[src/rtl/dma_channel_arbiter.sv]
// DMA channel arbiter: priority-level selection with round-robin tie-break,
// grant hold until done/error/timeout/abort, then a one-cycle release gap.
module dma_channel_arbiter #(
    parameter int CH_CNT      = 7,
    parameter int IDW         = $clog2(CH_CNT),
    parameter int TIMEOUT_CYC = 1024
) (
    input  logic                  clk,
    input  logic                  rst_n,
    input  logic [CH_CNT-1:0]     ch_en_i,
    input  logic [2*CH_CNT-1:0]   ch_pl_i,
    input  logic [CH_CNT-1:0]     ch_req_i,
    input  logic                  xfer_done_i,
    input  logic                  xfer_err_i,
    output logic [CH_CNT-1:0]     gnt_o,
    output logic [IDW-1:0]        gnt_id_o,
    output logic                  busy_o,
    output logic [CH_CNT-1:0]     ack_o,
    output logic [CH_CNT-1:0]     err_o
);

    localparam int TW = $clog2(TIMEOUT_CYC);
    localparam logic [TW-1:0]  TO_LAST = TW'(TIMEOUT_CYC - 1);
    localparam logic [IDW-1:0] ID_LAST = IDW'(CH_CNT - 1);
    localparam logic [IDW:0]   CH_WRAP = (IDW+1)'(CH_CNT);

    localparam logic [1:0] S_IDLE    = 2'd0;
    localparam logic [1:0] S_GRANT   = 2'd1;
    localparam logic [1:0] S_RELEASE = 2'd2;

    logic [1:0]        r_state;
    logic [CH_CNT-1:0] r_gnt;
    logic [IDW-1:0]    r_gnt_id;
    logic              r_busy;
    logic [CH_CNT-1:0] r_ack;
    logic [CH_CNT-1:0] r_err;
    logic [IDW-1:0]    r_rr_ptr;
    logic [TW-1:0]     r_cnt;

    logic [CH_CNT-1:0] w_elig;
    logic [1:0]        w_max_pl;
    logic              w_found;
    logic [IDW-1:0]    w_win_id;
    logic [IDW:0]      w_sum;
    logic [IDW-1:0]    w_idx;
    logic [CH_CNT-1:0] w_win_oh;
    logic              w_timeout;
    logic              w_abort;
    logic              w_release;
    logic [IDW-1:0]    w_next_ptr;

    // Winner: highest PL among eligible channels, first at/after rr_ptr with wrap.
    always_comb begin
        w_elig   = ch_en_i & ch_req_i;
        w_max_pl = 2'd0;
        w_found  = 1'b0;
        w_win_id = '0;
        w_sum    = '0;
        w_idx    = '0;
        for (int k = 0; k < CH_CNT; k++) begin
            if (w_elig[k] && (ch_pl_i[2*k +: 2] > w_max_pl)) begin
                w_max_pl = ch_pl_i[2*k +: 2];
            end else begin
                w_max_pl = w_max_pl;
            end
        end
        for (int i = 0; i < CH_CNT; i++) begin
            w_sum = {1'b0, r_rr_ptr} + (IDW+1)'(i);
            if (w_sum >= CH_WRAP) begin
                w_sum = w_sum - CH_WRAP;
            end else begin
                w_sum = w_sum;
            end
            w_idx = w_sum[IDW-1:0];
            if (!w_found && w_elig[w_idx] && (ch_pl_i[2*w_idx +: 2] == w_max_pl)) begin
                w_found  = 1'b1;
                w_win_id = w_idx;
            end else begin
                w_found  = w_found;
            end
        end
    end

    // Release conditions while a grant is held.
    always_comb begin
        w_win_oh   = {{(CH_CNT-1){1'b0}}, 1'b1} << w_win_id;
        w_timeout  = (r_cnt == TO_LAST);
        w_abort    = ((ch_en_i & r_gnt) == {CH_CNT{1'b0}});
        w_release  = xfer_err_i | w_timeout | xfer_done_i | w_abort;
        if (r_gnt_id == ID_LAST) begin
            w_next_ptr = '0;
        end else begin
            w_next_ptr = r_gnt_id + IDW'(1);
        end
    end

    // Grant sequencer; ack/err default low so they pulse for exactly one cycle.
    always_ff @(posedge clk or negedge rst_n) begin
        if (!rst_n) begin
            r_state  <= S_IDLE;
            r_gnt    <= '0;
            r_gnt_id <= '0;
            r_busy   <= 1'b0;
            r_ack    <= '0;
            r_err    <= '0;
            r_rr_ptr <= '0;
            r_cnt    <= '0;
        end else begin
            r_ack <= '0;
            r_err <= '0;
            case (r_state)
                S_IDLE: begin
                    if (w_found) begin
                        r_gnt    <= w_win_oh;
                        r_gnt_id <= w_win_id;
                        r_busy   <= 1'b1;
                        r_cnt    <= '0;
                        r_state  <= S_GRANT;
                    end else begin
                        r_state  <= S_IDLE;
                    end
                end
                S_GRANT: begin
                    if (!w_timeout) begin
                        r_cnt <= r_cnt + TW'(1);
                    end else begin
                        r_cnt <= r_cnt;
                    end
                    if (xfer_err_i || w_timeout) begin
                        r_err <= r_gnt;
                    end else if (xfer_done_i) begin
                        r_ack <= r_gnt;
                    end else begin
                        r_ack <= '0;
                    end
                    if (w_release) begin
                        r_gnt    <= '0;
                        r_busy   <= 1'b0;
                        r_rr_ptr <= w_next_ptr;
                        r_state  <= S_RELEASE;
                    end else begin
                        r_state  <= S_GRANT;
                    end
                end
                S_RELEASE: begin
                    r_state <= S_IDLE;
                end
                default: begin
                    r_state <= S_IDLE;
                    r_gnt   <= '0;
                    r_busy  <= 1'b0;
                end
            endcase
        end
    end

    assign gnt_o    = r_gnt;
    assign gnt_id_o = r_gnt_id;
    assign busy_o   = r_busy;
    assign ack_o    = r_ack;
    assign err_o    = r_err;

endmodule

[config.mk]
export PLATFORM = sky130hd
export DESIGN_NAME = dma_channel_arbiter
export DESIGN_NICKNAME = d
export VERILOG_FILES = /design/src/rtl/dma_channel_arbiter.sv
export SDC_FILE = /design/constraint.sdc
export NUM_CORES = 1
export LEC_CHECK = 0
export BUFFER_PORTS_ARGS = -buffer_cell sky130_fd_sc_hd__buf_4
export CAP_MARGIN = 20
export CORE_UTILIZATION = 40
export DETAILED_ROUTE_END_ITERATION = 12
export PLACE_DENSITY = 0.63
export SETUP_SLACK_MARGIN = 0.2
export SYNTH_ARGS = -nofsm -noshare
export SYNTH_HDL_FRONTEND = slang
export SYNTH_SLANG_ARGS = --single-unit
[constraint.sdc]
create_clock -name clk -period 6.4 [get_ports clk]
set_input_delay 0.32 -clock clk [delete_from_list [all_inputs] [get_ports clk]]
set_output_delay 0.32 -clock clk [all_outputs]
set_load 0.01 [all_outputs]
==> results of run 1 <==
[logic make-up (layout without fill, tap and decap cells)]
group                    count (synthesis)  after routing  synth area share [%]
AND/OR/NAND/NOR                        225            225                  23.4
flip-flops                              40             40                  20.0
multiplexers                            57             57                  15.3
buffers and inverters                   45            168                  4.29
XOR/XNOR                                20             20                  3.64
adder cells (fa/ha/maj)                 24             24                  6.11
AO/OA/AOI/OAI                          178            178                  27.3
[area by class of cell]
| class | count | area [um^2] | share of cell area (%) |
|---|---|---|---|
| Clock buffer | 7 | 143 | 2.12 |
| Clock inverter | 1 | 7.51 | 0.112 |
| Inverter | 19 | 73.8 | 1.10 |
| Multi-Input combinational cell | 504 | 4170 | 62.0 |
| Sequential cell | 40 | 1000 | 14.9 |
| Tap cell | 168 | 210 | 3.13 |
| Timing Repair Buffer | 141 | 1120 | 16.7 |
[placed cells by master (no fill, tap or decap), types with 4 or more instances in the layout]
master	n
o21ai_1	4
nand3_1	23
nand2b_1	10
a21o_1	6
o21ai_2	7
nor2b_1	6
nor2_2	4
a22oi_1	4
ha_1	19
buf_6	7
o211ai_1	7
o21a_1	10
mux4_2	12
nor3_1	9
and3_1	7
a21oi_1	26
and2_1	25
nor2_4	11
a32o_1	5
a221oi_1	4
nand3b_1	6
nor2_1	39
mux2i_1	33
and2_4	5
clkbuf_16	5
o2111ai_1	4
xnor2_1	12
nand2_1	43
a31oi_1	10
mux2_2	7
o21ai_0	25
buf_4	130
xor2_1	7
dfrtp_1	40
inv_1	17
a221oi_2	4
[worst min-delay path by stage]
stage,start,end,slack [ps],cells after the start
final,rst_n,r_cnt[6],9,1
after global routing,rst_n,gnt_id_o[0],50,1
after CTS,rst_n,r_cnt[3],20,1
after detailed placement,rst_n,r_cnt[7],320,1
after global placement,rst_n,r_cnt[6],320,1
after floorplan,rst_n,ack_o[0],20,0
[flip-flops by register name (all words and copies together) (netlist names)]
register,flops
busy_o,1
r_cnt,10
gnt_id_o,3
r_state,2
gnt_o,7
r_rr_ptr,3
ack_o,7
err_o,7
[critical path: cells and delay by family]
| kind | cells | cell delay, ps |
|---|---|---|
| fa+ha+maj | 7 | 1880 |
| simple gates | 12 | 1250 |
| buf+inv | 2 | 240 |
| mux | 2 | 530 |
| compound gates | 16 | 3230 |
| xor+xnor | 1 | 160 |
[routing by layer]
metal / share of wire [%] / up-vias / wire length (um)
li1: - / 2471 / -
met1: 41 / 2555 / 7120
met2: 47 / 267 / 8210
met3: 9.6 / 49 / 1680
met4: 2.9 / 0 / 512
met5: 0 / - / 0
[per-stage QoR]
| step | setup TNS (ps) | cells | utilization [%] | area (um^2) |
|---|---|---|---|---|
| after detailed placement | -33180 | 851 | 50.2 | 6080 |
| after CTS | -19430 | 870 | 53.4 | 6470 |
| after floorplan | -26510 | 589 | - | 5120 |
| after global placement | -29530 | 851 | 50.2 | 6080 |
| final | -20950 | 880 | 55.5 | 6720 |
| after global routing | -28180 | 880 | 55.5 | 6720 |
[what timing repair did]
item / 4_1_cts / 5_1_grt
hold buffers: 0 / 0
cloned: 0 / 1
setup endpoints to repair: 22 / 22
pin swaps: 37 / 10
resized for setup: 41 / 44
setup buffers: 11 / 9
==> impl_metrics.ini, run 1 <==
[detailed_routing]
drc_errors = 0
vias = 5342
drt_pre_antenna_iters = 6
routed_wl_um = 17500
via_per_inst = 6.07
drt-initial-drc-count = 501
wl_per_cell_um = 19.9
antenna_left = 0

[cts]
cts_max_level = 2
cts_num_sinks = 40
insertion_delay_ps = 280
clock_path_buffers = 2
cts_root_buffer = clkbuf_16
cts_tree = done
cts_buffers = 5
clk_pin_slew_ps = 60

[sta]
setup_viol = 22
finalCriticalPeriod_ps = 7500
fmax_mhz = 133
fin_crit_sh_pct = 117
timing.final.ws_setup_ps = -1100
rsz0062_at_grt = true
drv_slew = 0
fin_worst_skew_ps = 6.57
finalHoldViolCount = 0
hold_ws_ps = 9.25
tightest_slew_ps = 997
slew_headroom_pct = 33.5

[logic_synthesis]
synth_most_common_cell = nor2_1
async_reset_ff_share_pct = 100
yosys_warnings = 0
ys_top_cells_by_count = 52 x nor2_1, 46 x nand2_1, 40 x dfrtp_1
synth_cells = 589
ys_seq_elements = 40
ys.flop_type = dfrtp_1
synth_edf_count = 0
ys_types = 97
yosys.area.top_type_share_pct = 20.0
synth.largest_area_cell = dfrtp_1
synth.area.top_cells = dfrtp_1 20%, mux2i_1 6.6%, ha_1 5.5%, mux4_2 5.4%, nor2_1 3.9%
synth_area_per_cell_um2 = 8.51
synth.net_count = 644
synth_area_um2 = 5010
seq_area_frac_synth_pct = 20.0

[floorplanning]
dieArea_um2 = 13000
core_area_um2 = 12100
io_pins = 57
die_w_um = 114
start_util_pct = 41.4
rows = 40
die_y_um = 114

[setup_path]
startpoint_type = input pin
cp.arrival_ps = 7660
r2r-end = gnt_o[2]
reg2reg_from = r_rr_ptr[0]
crit_slowest_cell = o31a_2
cpPeakStageDelay_ps = 400
worstSetupEndpoint = gnt_o[2]
cp-end-kind = register
path_class = in -> reg
required_ps = 6560
rr_worst_depth = 15
worstPathMaxFanout = 6
rrSetupSlack_ps = 990
cp-startpoint = ch_req_i[0]
path_common_cell = ha_1

[final_layout]
diodes = 0
fillerInstances = 1115
area_growth_pct = 34.1
final_nets = 766
drive_gt1_share_pct = 36.9

[run]
maxCapViolCount = 0

[placed_design]
routabilityCongestion = 0.976
pre_cts_slack_ps = -1680
dpl.hpwl_um = 13500
numPortBuffers = 56

[outcome]
violations = setup timing
status = finished with violations

[grt]
grt_pass1_vias = 5127
grt_usage_pct = 27.1
grt_max_degree = 41
grt_overflow = 0
use_met3_pct = 5.74
use_met2_pct = 45.0
grtUsageMet1_pct = 35.0
grt_pass1_wl_um = 27300
antenna_found_initial = 0
busiest_layer = met2

[worst_hold_path]
hp-class = in -> async
Power of run 1 is left out: the tool's default activity adds up to more than one toggle a clock period on the data nets, which glitch-free logic cannot reach.
==> run 2: changes to the inputs <==
CORE_ASPECT_RATIO = 1.25   (was unset)
CTS_BUF_LIST = sky130_fd_sc_hd__clkbuf_8   (was unset)
==> run 2 against run 1 <==
Compared with the run above:
- the flow still finishes with violations (setup timing)
- utilization is 0.21 points higher
- worst hold slack better by 310 ps
- register-to-register slack better by 360 ps
- flip-flop and latch count stayed put
- count of clock-buffer cells in the layout is 1 lower
- die area hardly changed
- clock skew is 2.6 ps lower
- via count is 3.0% higher
- highest routed layer unchanged
- non-clock buffer count is 22 higher
- maximum frequency is 2.0% lower
- sequential share of layout area is 0.12 points lower
==> impl_metrics.ini, run 2 (synthesis gave the netlist of run 1 again) <==
[floorplanning]
core_area_um2 = 12200
rows = 45
start_util_pct = 41.2
dieArea_um2 = 13000
io_pins = 57
die_y_um = 127
die_w_um = 102

[grt]
grt_pass1_wl_um = 29500
antenna_found_initial = 0
grt_usage_pct = 29.9
grt_max_degree = 41
grt_overflow = 0
grt_pass1_vias = 5465

[placed_design]
dpl.hpwl_um = 14700
pre_cts_slack_ps = -1900
routabilityCongestion = 0.976
numPortBuffers = 56

[sta]
fin_worst_skew_ps = 3.96
slew_headroom_pct = 35.1
drv_slew = 0
tightest_slew_ps = 967
finalCriticalPeriod_ps = 7650
rsz0062_at_grt = true
fmax_mhz = 131
finalHoldViolCount = 0
timing.final.ws_setup_ps = -1250
fin_crit_sh_pct = 120
setup_viol = 22

[setup_path]
cp.arrival_ps = 7840
path_buf_inv = 4
cpPeakStageDelay_ps = 370
cp-end-kind = register
worstPathMaxFanout = 5
required_ps = 6590
path_class = in -> reg
crit_slowest_cell = a311o_1
cp_top_family = compound AO/OA/AOI/OAI gates
startpoint_type = input pin

[final_layout]
final_nets = 788
drive_gt1_share_pct = 38.3
area_growth_pct = 35.1
largest_reg_flops = 10
final_cell_mix = 151 x buf_4, 45 x nand2_1, 42 x nor2_1, 40 x dfrtp_1, 33 x mux2i_1
regMostFlops = r_cnt
utilization_pct = 55.7
final_common_cell = buf_4
diodes = 0

[cts]
cts_tree = done
insertion_delay_ps = 300
cts_num_sinks = 40
cts_root_buffer = clkbuf_8
clock_path_buffers = 2
cts_max_level = 2
cts_buffers = 5
clk_pin_slew_ps = 70

[detailed_routing]
wl_per_cell_um = 21.0
drt_pre_antenna_iters = 5
drt-initial-drc-count = 371
vias = 5502
via_per_inst = 6.13
drc_errors = 0
routed_wl_um = 18900
antenna_left = 0

[outcome]
status = finished with violations
violations = setup timing

[worst_hold_path]
hp-class = in -> reg

[run]
maxCapViolCount = 0
run 2: changes by cell type in the layout (fill, tap and decap cells not counted), moves of 3 or more:
cell / previous run / this run
buf_4: 130 / 151
nor2_4: 11 / 2
nor2_2: 4 / 10
clkbuf_16: 5 / 0
clkbuf_8: 1 / 6
nor2_1: 39 / 42
run 2: layer usage:
layer	track usage [%]	wire, um	vias to the layer above
met5	0	0	-
met4	20.9	1320	0
met3	3.23	1150	99
met2	53.8	9690	271
met1	32.1	6740	2616
li1	-	-	2516
run 2: repair_timing:
item | CTS | global route
hold buffers | 1 | 0
setup endpoints to repair | 22 | 22
pin swaps | 35 | 16
endpoints found under the hold margin | 10 | 0
resized for setup | 49 | 22
cloned | 0 | 1
setup buffers | 22 | 8
run 2: worst min-delay path, delay by kind of cell:
kind | cells | cell delay (ps)
buffers and inverters | 1 | 80
and+or+nand+nor | 1 | 90
AOI/OAI and AO/OA | 2 | 100
run 2: final timing paths:
check,to,cells after the start,startpoint,slack (ps)
worst max-delay path,gnt_o[2],41,ch_req_i[0],-1250
worst min-delay path,r_state[0],4,xfer_done_i,320
worst max register to register,gnt_o[2],19,r_rr_ptr[1],1350
worst min register to register,busy_o,2,busy_o,490
max in group asynchronous,ack_o[5],2,rst_n,5530
min in group asynchronous,r_cnt[8],2,rst_n,530
run 2: final cells by class:
cell class / instances / area (um^2)
tap: 164 / 205
clock inverter: 2 / 10.0
inverter: 19 / 73.8
sequential: 40 / 1000
clock buffer: 6 / 82.6
timing repair buffer: 163 / 1280
fill: 1130 / 5390
multi-input combinational: 504 / 4120
run 2: per-stage QoR:
| step | cells | instance area, um^2 | hold WS, ps | TNS [ps] |
|---|---|---|---|---|
| final | 898 | 6780 | 323 | -24520 |
| after floorplan | 589 | 5120 | 24.4 | -26510 |
| after detailed placement | 858 | 6160 | 318 | -38560 |
| after global placement | 858 | 6160 | 315 | -32330 |
| after CTS | 889 | 6600 | 317 | -21070 |
| after global routing | 898 | 6780 | 350 | -32130 |
Power of run 2 is left out for the same reason.
==> run 3: changes to the inputs <==
GPL_TIMING_DRIVEN = 0   (was unset)
==> run 3 against run 2 <==
Compared with the run above:
- the flow still finishes with violations (setup timing)
- critical path depth is 1 higher
- final cell count shrank 5.0%
- global-route usage down 2.2 points
- sequential share of layout area up 0.83 points
- largest cell class unchanged
- die area did not move
==> impl_metrics.ini, run 3 (synthesis gave the netlist of run 1 again) <==
[grt]
grt_pass1_wl_um = 27300
antenna_found_initial = 0
grt_usage_pct = 27.7
grt_pass1_vias = 5093
grt_max_degree = 41
grt_overflow = 0

[cts]
clock_path_buffers = 2
cts_max_level = 2
cts_root_buffer = clkbuf_8
insertion_delay_ps = 290
cts_buffers = 5
cts_tree = done
cts_num_sinks = 40
clk_pin_slew_ps = 70

[detailed_routing]
drc_errors = 0
via_per_inst = 6.21
wl_per_cell_um = 21.0
antenna_left = 0
vias = 5298
drt-initial-drc-count = 504
drt_pre_antenna_iters = 5
routed_wl_um = 17900

[final_layout]
drive_gt1_share_pct = 31.9
area_growth_pct = 27.9
largest_reg_flops = 10
final_common_cell = buf_4
final_cell_mix = 81 x buf_4, 42 x nor2_1, 41 x nand2_1, 40 x dfrtp_1, 33 x mux2i_1
final_nets = 744
regMostFlops = r_cnt
diodes = 0

[outcome]
status = finished with violations
violations = setup timing

[floorplanning]
core_area_um2 = 12200
die_w_um = 102
rows = 45
dieArea_um2 = 13000
start_util_pct = 41.2
die_y_um = 127
io_pins = 57

[sta]
timing.final.ws_setup_ps = -1360
fin_crit_sh_pct = 121
drv_slew = 0
fin_worst_skew_ps = 4.85
hold_ws_ps = 340
slew_headroom_pct = 40.2
rsz0062_at_grt = true
finalHoldViolCount = 0
setup_viol = 22
tightest_slew_ps = 879
finalCriticalPeriod_ps = 7760
fmax_mhz = 129

[setup_path]
path_class = in -> reg
cpPeakStageDelay_ps = 350
worstPathMaxFanout = 8
cp-end-kind = register
startpoint_type = input pin
cp.arrival_ps = 7990
path_common_cell = ha_1
required_ps = 6630
crit_slowest_cell = ha_1

[worst_hold_path]
hp-class = in -> reg

[placed_design]
pre_cts_slack_ps = -2450
dpl.hpwl_um = 13300
numPortBuffers = 52
routabilityCongestion = 0.974

[run]
maxCapViolCount = 0
[run 3: stage by stage]
stage	TNS, ps	util [%]	area, um^2	std cells
2_1_floorplan	-26510	-	5120	589
3_3_place_gp	-46380	47.0	5720	805
3_5_place_dp	-49220	47.0	5720	805
4_1_cts	-21940	51.3	6240	844
5_1_grt	-31860	52.8	6420	853
6_report	-26940	52.8	6420	853
[run 3: timing repair]
action / in CTS / in global routing
endpoints found under the hold margin: 21 / 0
buffers inserted: 30 / 9
endpoints found under the setup margin: 22 / 22
gates resized for setup: 53 / 27
hold buffers: 1 / 0
pin swaps: 37 / 29
gates cloned: 1 / 0
[run 3: path summary, 6_finish.rpt]
kind / start / to / slack (ps) / cells past startpoint
min in group asynchronous: rst_n / r_cnt[6] / 520 / 2
min reg2reg: busy_o / busy_o / 500 / 2
max in group asynchronous: rst_n / gnt_o[6] / 5510 / 2
min: xfer_err_i / r_state[0] / 340 / 4
max: ch_pl_i[0] / gnt_o[5] / -1360 / 42
max reg2reg: r_rr_ptr[1] / gnt_o[5] / 1290 / 19
[run 3: area by class of cell]
type	count	area, um^2
Timing Repair Buffer	93	771
Clock inverter	2	8.76
Sequential cell	40	1000
Fill cell	1161	5750
Clock buffer	5	68.8
Tap cell	164	205
Multi-Input combinational cell	504	4140
Inverter	19	73.8
Buffer	26	151
[run 3: layer usage]
metal	vias to the layer above	track usage [%]	routed length, um
met4	0	19.7	1230
met1	2538	31.7	6840
met2	255	48.0	8760
met5	-	0	0
li1	2430	-	-
met3	75	2.19	1060
[run 3: critical path, delay by kind of cell]
kind | cells | cell delay (ps)
compound gates | 14 | 2490
fa+ha+maj | 7 | 2030
buf+inv | 4 | 470
simple gates | 15 | 2130
mux | 2 | 540
Power of run 3 is left out for the same reason.
